### src/rtl/rv32i_regfile_sb.sv
// RV32I integer register file with a per-register busy scoreboard.
// Register 0 is hardwired to zero and can never be reserved.
module rv32i_regfile_sb #(
  parameter int XLEN   = 32,
  parameter int NREGS  = 32,
  parameter int NRD    = 2,
  parameter int BYPASS = 1,
  localparam int AW    = $clog2(NREGS)
) (
  input  logic                clk,
  input  logic                reset,
  input  logic [NRD*AW-1:0]   rd_reg,
  output logic [NRD*XLEN-1:0] rd_data,
  output logic [NRD-1:0]      rd_busy,
  output logic                stall,
  input  logic                issue_valid,
  input  logic [AW-1:0]       issue_reg,
  output logic                issue_ready,
  input  logic                wb_enable,
  input  logic [AW-1:0]       wb_reg,
  input  logic [XLEN-1:0]     wb_data,
  output logic [AW:0]         busy_count
);

  localparam logic [AW:0] ONE = (AW+1)'(1);

  logic [XLEN-1:0]  regs [NREGS];
  logic [NREGS-1:0] busy;

  logic          wb_hit;
  logic          issue_fire;
  logic          set_new;
  logic          clr;
  logic [AW-1:0] idx;
  logic          fwd;

  assign wb_hit      = wb_enable && (wb_reg != '0);
  assign issue_ready = (issue_reg == '0) || !busy[issue_reg] ||
                       (wb_enable && (wb_reg == issue_reg));
  assign issue_fire  = issue_valid && issue_ready && (issue_reg != '0);
  // Count moves only on real transitions: a same-register issue+writeback
  // keeps the bit set, so it is neither a new set nor a clear.
  assign set_new     = issue_fire && !busy[issue_reg];
  assign clr         = wb_hit && busy[wb_reg] &&
                       !(issue_fire && (issue_reg == wb_reg));

  always_comb begin
    rd_data = '0;
    rd_busy = '0;
    idx     = '0;
    fwd     = 1'b0;
    for (int unsigned i = 0; i < NRD; i++) begin
      idx = rd_reg[i*AW +: AW];
      fwd = (BYPASS != 0) && wb_hit && (wb_reg == idx);
      rd_data[i*XLEN +: XLEN] = fwd ? wb_data : regs[idx];
      rd_busy[i]              = busy[idx] && !fwd;
    end
  end

  assign stall = |rd_busy;

  always_ff @(posedge clk) begin
    if (reset) begin
      for (int unsigned i = 0; i < NREGS; i++) regs[i] <= '0;
      busy       <= '0;
      busy_count <= '0;
    end else begin
      if (wb_hit) regs[wb_reg] <= wb_data;
      if (clr) busy[wb_reg] <= 1'b0;
      if (issue_fire) busy[issue_reg] <= 1'b1;
      case ({set_new, clr})
        2'b10:   busy_count <= busy_count + ONE;
        2'b01:   busy_count <= busy_count - ONE;
        default: busy_count <= busy_count;
      endcase
    end
  end

endmodule
### config.mk
export PLATFORM = sky130hd
export DESIGN_NAME = rv32i_regfile_sb
export DESIGN_NICKNAME = d
export VERILOG_FILES = /design/src/rtl/rv32i_regfile_sb.sv
export SDC_FILE = /design/constraint.sdc
export NUM_CORES = 2
export LEC_CHECK = 0
export ABC_AREA = 1
export CAP_MARGIN = 25
export CELL_PAD_IN_SITES_DETAIL_PLACEMENT = 1
export CELL_PAD_IN_SITES_GLOBAL_PLACEMENT = 1
export CORE_MARGIN = 3
export CORE_UTILIZATION = 48
export CTS_CLUSTER_DIAMETER = 50
export DETAILED_ROUTE_END_ITERATION = 8
export PLACE_DENSITY_LB_ADDON = 0.25
export SLEW_MARGIN = 20
export SYNTH_ARGS = -nofsm -noshare
export SYNTH_HDL_FRONTEND = slang
export SYNTH_SLANG_ARGS = --single-unit
### constraint.sdc
create_clock -name clk -period 3.9 [get_ports clk]
set_clock_uncertainty 0.15 [all_clocks]
set_input_delay 0.39 -clock clk [delete_from_list [all_inputs] [get_ports clk]]
set_output_delay 0.39 -clock clk [all_outputs]
set_load 0.02 [all_outputs]
==> results by group <==
Outcome
  – Status: complete, but fails checks
  – Failing checks: setup timing

Place
  – Port buffer count: 129
  – Place WS: -0.241 ns
  – Dpl hpwl: 173000 um
  – Routability congestion estimate from global placement: 0.939

Yosys
  – FFs w/ async S/R, synth: 0%
  – Yosys warns: 0
  – Main synth FF type: edfxtp_1
  – Distinct cells, synth: 41
  – Post-Syn Area per Cell: 8.45 sq um
  – Mapped cell area: 57800 sq um
  – FF+latch count, synth: 1062
  – Post-synth top area share: 53.2%
  – Ranking of synthesized cells by area: edfxtp_1, nor2_1, o21ai_0
  – Seq/Total Area, Yosys: 54.5%
  – Post-synth EDFFs: 1024
  – Synth area leader: edfxtp_1
  – Post-Synthesis Cells: 6848

Global route
  – Initial antenna violation count: 10
  – Number of global-route vias before repair: 61500
  – Gr usage total: 44.9%
  – GRT Residual Overflow: 0
  – First-pass GRT wire length: 413000 um
  – Largest net degree at the start of global routing: 100

Drt
  – 1st-iter DRT viols: 10200
  – Routed vias: 60300
  – Remaining antenna violation count: 0
  – DRC: 0
  – Pre-antenna DRT Iters: 6
  – Vias per cell: 7.02
  – Mean routed wirelength per cell: 33.5 um
  – Final WL: 288000 um

Floorplan
  – Die W: 353 um
  – Die height: 353 um
  – Core area: 119000 sq um
  – Starting density of the core: 48.7%
  – Row Count: 126
  – I/O Pins: 130
  – Full die area: 125000 sq um

CTS
  – H-tree levels: 4
  – Cts bufs inserted: 139
  – Clock sink total: 1062
  – Clock-pin slew on the worst setup and hold paths: 0.05 ns
  – CTS Buffer Depth: 3
  – Root Driver: clkbuf_16
  – Clock latency at the later pin of the worst-skew pair: 0.77 ns
  – CTS tree: built

Finish
  – Register area: 31500 sq um
  – Commonest non-fill, non-tap cell in the layout: nor2_1
  – Final #Nets: 6932
  – Commonest non-fill, non-tap cells in the layout: nor2_1, o21ai_0, edfxtp_1
  – Fillers: 13600
  – Fraction of layout cells with a size suffix above 1: 11.0%
  – Multi-input gate area: 23400 sq um
  – Final Util: 57.1%
  – Area grow syn2layout: 17.4%

Setup path
  – Crit path depth: 9
  – Slowest cell on crit path: o211ai_1
  – WP buf/inv: 3
  – Worst path most repeated cell: o21ai_0
  – CP cell instances: buf_8 -> buf_16 -> o21ai_0 -> o22ai_1 -> o21ai_0 -> o211ai_1 -> nand3_1 -> o21ai_1 -> clkdlybuf4s50_1
  – Kind of cell adding the most delay to the critical path: compound AO/OA/AOI/OAI gates
  – Slowest stage delay, CP: 0.84 ns
  – Critical Path AT: 3.42 ns
  – Reg2Reg Depth: 22
  – CP required: 3.36 ns
  – CP Launch Type: input port
  – Crit-path max FO: 99
  – WS Path Type: in -> out
  – CP endpoint kind: output port

Job
  – Max-cap violation count: 0

Worst hold path
  – Worst hold stages: 2
  – Hold WC Path Type: reg -> reg

Timing
  – Final Hold Vio Count: 0
  – Max-slew violations: 0
  – Slew margin rel.: 30.1%
  – Endpoints failing setup: 1
  – Tmin final: 3.96 ns
  – Final WS setup: -0.0592 ns
  – Tcrit/Tclk final: 102%
  – Worst slew pin tran: 1.04 ns
  – RSZ-0062 raised after global routing: no
  – F_max: 253 MHz

Power
  – Lkg Pwr: 24.6 nW
  – Maximum vdd ir drop: 0.380 mV
  – PwrDens: 475 nW/um^2
[cell families after synthesis]
family	Yosys count	share of synthesized area, %
AO/OA/AOI/OAI	2147	20.5
other	1	0.00648
adder cells (fa/ha/maj)	3	0.0649
AND/OR/NAND/NOR	2830	19.0
buffers and inverters	785	5.68
XOR/XNOR	20	0.303
flip-flops	1062	54.5
[flip-flops by register name (all words and copies together), names as in the netlist]
register and count:
busy_count 6, busy 32, regs 1024
[metal layers]
metal  vias to the layer above  part of all wire, %  global-route usage, %  wire, um
li1                      24000                    -                      -         -
met1                     29400                   33                   54.4     96100
met2                      5378                   42                   66.2    121000
met3                      1568                   15                   13.8     42300
met4                        10                  9.8                   36.1     28200
met5                         -                0.023                      0        66
[path summary, 6_finish.rpt]
check / slack, ns / endpoint / startpoint
worst min-delay path: 0.32 / busy_count[5] / busy_count[5]
worst max-delay path: -0.06 / rd_data[58] / rd_reg[5]
worst max register to register: 0.74 / busy_count[4] / busy[25]
worst min register to register: 0.32 / busy_count[5] / busy_count[5]
[repair_timing]
| item | CTS | global route |
|---|---|---|
| gates resized for setup | 2 | 8 |
| hold buffers | 1 | 0 |
| buffers inserted | 3 | 0 |
| hold endpoints to repair | 7 | 0 |
| pin swaps | 0 | 1 |
| setup endpoints to repair | 7 | 37 |
[cells in the mapped netlist, types with 10 or more instances]
cell type	instances
o22ai_1	502
nand3_1	92
o211ai_1	115
o21ai_1	101
buf_1	24
inv_1	90
nand3_2	13
or2_2	10
nor2_1	2285
edfxtp_1	1024
buf_2	211
nand2_1	384
o21ai_0	1292
dfxtp_1	38
o21bai_1	38
xor2_1	11
clkbuf_1	429
buf_4	12
a21oi_1	77
o221ai_1	13
or2_0	14
inv_2	10
[area by class of cell]
type                            count  share of cell area [%]
Multi-Input combinational cell   5032                    34.4
Antenna cell                        4                  0.0147
Sequential cell                  1062                    46.4
Timing Repair Buffer              533                    8.23
Tap cell                         1600                    2.95
Clock inverter                     89                    1.95
Clock buffer                      166                    5.38
Inverter                          105                   0.647
[power by group]
group / internal, mW / leakage, nW / switching (mW)
clock network: 8.63 / 2.40 / 5.50
registers: 13.1 / 10.1 / 0.363
logic: 1.37 / 12.1 / 3.25
total: 23.1 / 24.6 / 9.11
[through the flow]
stage,area (sq um),setup TNS (ns),power [mW],hold WS [ns],cells
5_1_grt,67900,0,32.8,0.349,8587
4_1_cts,67800,0,31.9,0.322,8587
6_report,67900,-0.0592,32.2,0.320,8591
3_5_place_dp,62800,-0.369,18.0,0.310,8328
2_1_floorplan,58000,0,15.9,0.292,6879
3_3_place_gp,62800,-0.218,17.9,0.310,8328
[worst register-to-register path, stage by stage (launching register included)]
cell and delay, ns:
dfxtp_1 0.61, nand2_1 0.11, nand2_1 0.09, nand2_1 0.05, nand2_1 0.07, nand2_1 0.05, nand2_1 0.07, nor2_2 0.05
nand2_1 0.09, nand2_4 0.07, nand3_4 0.06, nand2_1 0.06, inv_1 0.08, ha_1 0.18, xnor2_1 0.12, inv_1 0.07
ha_1 0.18, or2_2 0.31, a21oi_1 0.14, o21ai_0 0.10, xor2_1 0.15, o21ai_0 0.15, inv_1 0.05
No activity file was read; power rests on OpenSTA's default activity.
